==> config.mk <==
export PLATFORM = sky130hd
export DESIGN_NAME = pc_unit
export DESIGN_NICKNAME = d
export VERILOG_FILES = /design/src/rtl/pc_unit.sv
export SDC_FILE = /design/constraint.sdc
export NUM_CORES = 1
export LEC_CHECK = 0
export ABC_AREA = 1
export ABC_CLOCK_PERIOD_IN_PS = 7500
export BUFFER_PORTS_ARGS = -buffer_cell sky130_fd_sc_hd__buf_2
export CAP_MARGIN = 20
export CORE_UTILIZATION = 50
export DETAILED_ROUTE_END_ITERATION = 10
export GPL_ROUTABILITY_DRIVEN = 0
export GPL_TIMING_DRIVEN = 0
export PLACE_DENSITY = 0.77
export SKIP_CTS_REPAIR_TIMING = 1
export SKIP_LAST_GASP = 1
export SYNTH_ARGS = -nofsm -noshare
export SYNTH_HDL_FRONTEND = slang
export SYNTH_SLANG_ARGS = --single-unit
==> constraint.sdc <==
create_clock -name clk -period 7.5 [get_ports clk]
set_input_delay 1.125 -clock clk [delete_from_list [all_inputs] [get_ports clk]]
set_output_delay 1.125 -clock clk [all_outputs]
set_load 0.02 [all_outputs]
==> src/rtl/pc_unit.sv <==
// Program-counter unit: next-PC selection (sequential, branch, jump,
// jump-register) with write-enable hold, plus precise exception entry/return
// via EXC_VEC, EPC, cause and exception-level flag.
//
//   state     | meaning
//   ----------+--------------------------------------------------------
//   MODE_USER | normal flow; exceptions and misaligned jr are accepted
//   MODE_EXC  | inside handler (exl=1); eret returns to epc, external
//             | exceptions are masked, misaligned jr re-vectors only
module pc_unit #(
  parameter int unsigned          ADDR_W    = 32,
  parameter logic [ADDR_W-1:0]    RESET_VEC = '0,
  parameter logic [ADDR_W-1:0]    EXC_VEC   = 'h80
) (
  input  logic              clk,
  input  logic              rst,
  input  logic              PCWre,
  input  logic [1:0]        PCSrc,
  input  logic [15:0]       imm,
  input  logic [25:0]       jtarget,
  input  logic [ADDR_W-1:0] rs_data,
  input  logic              exc_req,
  input  logic              eret,
  output logic [ADDR_W-1:0] currentAddress,
  output logic [ADDR_W-1:0] pc_plus4,
  output logic [ADDR_W-1:0] epc,
  output logic [1:0]        cause,
  output logic              exl
);

  typedef enum logic {
    MODE_USER = 1'b0,
    MODE_EXC  = 1'b1
  } mode_t;

  localparam logic [1:0] CAUSE_NONE     = 2'd0;
  localparam logic [1:0] CAUSE_EXT      = 2'd1;
  localparam logic [1:0] CAUSE_MISALIGN = 2'd2;

  localparam logic [1:0] SRC_SEQ    = 2'b00;
  localparam logic [1:0] SRC_BRANCH = 2'b01;
  localparam logic [1:0] SRC_JUMP   = 2'b10;
  localparam logic [1:0] SRC_JR     = 2'b11;

  logic [ADDR_W-1:0] pc_q,    pc_nxt;
  logic [ADDR_W-1:0] epc_q,   epc_nxt;
  logic [1:0]        cause_q, cause_nxt;
  mode_t             mode_q,  mode_nxt;

  logic [ADDR_W-1:0] br_offset;
  logic [ADDR_W-1:0] br_target;
  logic [ADDR_W-1:0] j_target;
  logic [ADDR_W-1:0] target;
  logic              misalign;
  logic              in_exc;

  assign in_exc   = (mode_q == MODE_EXC);
  assign pc_plus4 = pc_q + ADDR_W'(4);

  // Word offset sign-extended then scaled to bytes; sum wraps modulo 2^ADDR_W.
  assign br_offset = {{(ADDR_W-18){imm[15]}}, imm, 2'b00};
  assign br_target = pc_plus4 + br_offset;

  // Jump keeps the region bits above bit 27 of pc_plus4; at the minimum
  // width there are none and the target is just the shifted field.
  if (ADDR_W > 28) begin : g_jregion
    assign j_target = {pc_plus4[ADDR_W-1:28], jtarget, 2'b00};
  end else begin : g_jflat
    assign j_target = {jtarget, 2'b00};
  end

  // Only jump-register can produce an unaligned target, and only when the
  // write would actually happen.
  assign misalign = (PCSrc == SRC_JR) && PCWre && (rs_data[1:0] != 2'b00);

  // Select the normal-flow next PC from the four sources.
  always_comb begin
    target = pc_plus4;
    case (PCSrc)
      SRC_SEQ:    target = pc_plus4;
      SRC_BRANCH: target = br_target;
      SRC_JUMP:   target = j_target;
      SRC_JR:     target = rs_data;
      default:    target = pc_plus4;
    endcase
  end

  // Next-state logic; exception entry beats return beats misalign beats
  // normal flow, and masked requests fall through to the lower rules.
  always_comb begin
    pc_nxt    = pc_q;
    epc_nxt   = epc_q;
    cause_nxt = cause_q;
    mode_nxt  = mode_q;
    if (exc_req && !in_exc) begin
      pc_nxt    = EXC_VEC;
      epc_nxt   = pc_q;
      cause_nxt = CAUSE_EXT;
      mode_nxt  = MODE_EXC;
    end else if (eret && in_exc) begin
      pc_nxt    = epc_q;
      cause_nxt = CAUSE_NONE;
      mode_nxt  = MODE_USER;
    end else if (misalign) begin
      pc_nxt    = EXC_VEC;
      cause_nxt = CAUSE_MISALIGN;
      // A fault inside the handler keeps the original return address.
      if (!in_exc) begin
        epc_nxt  = pc_q;
        mode_nxt = MODE_EXC;
      end
    end else if (PCWre) begin
      pc_nxt = target;
    end
  end

  // State registers with synchronous active-low reset.
  always_ff @(posedge clk) begin
    if (!rst) begin
      pc_q    <= RESET_VEC;
      epc_q   <= '0;
      cause_q <= CAUSE_NONE;
      mode_q  <= MODE_USER;
    end else begin
      pc_q    <= pc_nxt;
      epc_q   <= epc_nxt;
      cause_q <= cause_nxt;
      mode_q  <= mode_nxt;
    end
  end

  assign currentAddress = pc_q;
  assign epc            = epc_q;
  assign cause          = cause_q;
  assign exl            = in_exc;

endmodule
==> impl_results.md <==
* Status: finished, final reports clean
* Routed vias at 8,265
* TritonCTS clock tree: yes
* Crit-path cells: ha_1, nand2_1, inv_1, nand2_1, nor2_2, inv_1, nor2_2, xor2_1, ha_1, nand2_1, inv_1, a21oi_1, nand3_1, nor2_1, nor2_1, nand2_1, o21ai_0, o211ai_1, a21oi_1
* Post-DRT Antenna Nets at 0
* Final Total Pwr at 1.30 mW
* Post-Synthesis Cells at about 1,100
* Die Height at roughly 120 um
* Initial Util at 0.511
* H-Tree Level Count at 3
* Setup TNS at 0 ps
* Worst Skew at 6.76 ps
* PortBufs at around 180
* Grt total ovfl at 0
* Leakage at approximately 4.2 nW
* Initial antenna violation count at 0
* Commonest cells in the netlist: 356 x nand2_1, 167 x inv_1, 120 x nor2_1, 92 x a21oi_1, 87 x o21ai_0
* Worst-skew pair later-pin latency at 340 ps
* Largest net degree at the start of global routing at 21
* # diodes at 0
* Final period utilization at 0.518
* Power Density at roughly 170 nW/um^2
* Worst slew pin tran at 687 ps
* Slew Limit Fails at 0
* Unique masters post-synth at 40
* Max-cap violations at 0
* Drt wl/cell at about 16 um
* Top-count cell post-synth: nand2_1
* First-pass GRT wire length at about 37,000 um
* Core area at 12,600 sq um
* Synth Net Count at roughly 1,300
* Mapped Area at around 6400 sq um
* GRT met3 Usage at 0.0701
* M2 GR Usage at 0.564
* Busiest layer in global routing: met2
* Max VDD drop at between 0.0001 and 0.00015 V
* Fmax at about 260 MHz
* Routed Wire Length at between 20,000 and 25,000 um
* CP max stage delay at 420 ps
* Buf/Inv on CP at 3
* Setup violators final at 0
* Cell mode on critical path: nand2_1
* Area delta synth->final at 22.3%
* Clock-pin slew of the registers on the worst-case setup and hold paths at approximately 60 ps
* RSZ-0062 raised after global routing: false
* Hold_sp: epc[13]
* Critical Path Slowest Stage Cell: dfxtp_1
* YS warnings at 0
* Crit start category: flop
* Row count at 41
* Die Wd at ~120 um
* Root buffer cell: clkbuf_16
* Final HPWL DP at a little under 20,000 um
* CTS max path bufs at 2
* Fin crit period at roughly 3900 ps
* R2R Path Start: currentAddress[3]
* Post-route DRC violation count at 0
* Yosys top cell area share at 0.208
* Final net count at between 1,000 and 1,500
* Cts bufs inserted at 9
* Post-synth EDFFs at 0
* Synth area leaders: dfxtp_1 21%, nand2_1 21%, inv_1 9.7%
* Via density at 5.47
* Relative slew slack at 0.542
* Critical Path End Type: flop
* IO Count at 180
* Pre-antenna DRT Iters at 6
* Initial drt markers at roughly 770
* Worst path top cell family by delay: simple AND/OR/NAND/NOR gates
* Die area at roughly 13,000 sq um
* Top cell type by total area after synthesis: dfxtp_1
* Seq/Total Area, Yosys at 0.208
* Ys flop type: dfxtp_1
* Yosys reg bits at 67
* Critical path class: flop to flop
* CP required at 7700 ps
* Clock sinks at 67
* Worst hold path type: flop to flop
* Fraction of layout cells with a size suffix above 1 at 0.181
* Maximum fanout along the worst path at 6
* Arrival time worst endpoint at between 4000 and 5000 ps
* Final hold vios at 0
* Async set-reset flop share out of synthesis at 0
* Met1 Use GR at 0.495
* GRT Util Overall at 0.369
* Mean Syn Cell Area at 5.64 sq um
* Number of global-route vias before repair at between 7,000 and 8,000
* CP Launch Point: currentAddress[3]
-- final timing paths --
check / end / slack, ps / cells after the start
setup / recovery: currentAddress[14] / 3610 / 19
hold / removal: epc[13] / 480 / 2
setup reg to reg: currentAddress[14] / 3610 / 19
hold reg to reg: epc[13] / 480 / 2
-- flip-flops by register name, summed over array words and instances (netlist names) --
register        count
epc                32
exl                 1
currentAddress     32
cause               2
-- area by class of cell --
class / instances / area, sq um
tap: 172 / 215
sequential: 67 / 1340
clock inverter: 6 / 88.8
timing repair buffer: 179 / 896
fill: 1297 / 4730
clock buffer: 10 / 239
inverter: 174 / 653
buffer: 32 / 165
multi-input combinational: 870 / 4290
-- tightest hold or removal path, delay by kind of cell (launching register included) --
family / cells / cell delay, ps
buffers and inverters: 1 / 70
DFF: 1 / 310
AOI/OAI and AO/OA: 1 / 60
-- report_power, final --
group,switching (mW),internal (mW),leakage (nW)
registers,0.0310,0.386,0.549
logic,0.288,0.136,3.48
clock network,0.163,0.300,0.155
-- layout by cell type (no fill, tap or decap), types with 4 or more instances in the layout --
| master | Yosys | routed |
|---|---|---|
| a21oi_1 | 92 | 92 |
| o211ai_1 | 11 | 11 |
| ha_1 | 36 | 36 |
| o22ai_1 | 7 | 7 |
| clkbuf_16 | 0 | 9 |
| nand4_1 | 10 | 10 |
| nor3_1 | 13 | 13 |
| xnor2_1 | 4 | 4 |
| a31oi_1 | 11 | 11 |
| clkbuf_1 | 17 | 17 |
| or2_2 | 7 | 7 |
| o21bai_1 | 8 | 8 |
| o21ai_0 | 87 | 87 |
| inv_2 | 6 | 6 |
| nand2_1 | 356 | 356 |
| dfxtp_1 | 67 | 67 |
| nor2_2 | 8 | 8 |
| nor2_1 | 120 | 120 |
| inv_1 | 167 | 167 |
| buf_2 | 6 | 185 |
| nand3_1 | 56 | 56 |
| xor2_1 | 15 | 15 |
| buf_4 | 4 | 4 |
| nand2_2 | 7 | 7 |
-- stage by stage --
stage                     std cells  utilization  hold WS (ps)  setup slack [ps]  area [sq um]
after floorplan                1143            -           533              4260          6450
after global placement         1494        0.599           457              3790          7560
after detailed placement       1494        0.599           461              3760          7560
after CTS                      1510        0.625           481              3720          7890
after global routing           1510        0.625           509              3350          7890
final                          1510        0.625           484              3610          7890
-- kinds of logic after synthesis --
logic type,Yosys count,share of synthesized area
adder cells (fa/ha/maj),37,0.0730
flip-flops,67,0.208
AND/OR/NAND/NOR,589,0.377
AO/OA/AOI/OAI,225,0.189
XOR/XNOR,19,0.0258
buffers and inverters,206,0.127
-- per-layer routing --
layer / share of wire / up-vias
met5: 0 / -
met4: 0.044 / 0
met3: 0.10 / 77
met2: 0.43 / 472
met1: 0.43 / 3684
li1: - / 4032
No activity file was read; power rests on OpenSTA's default activity.
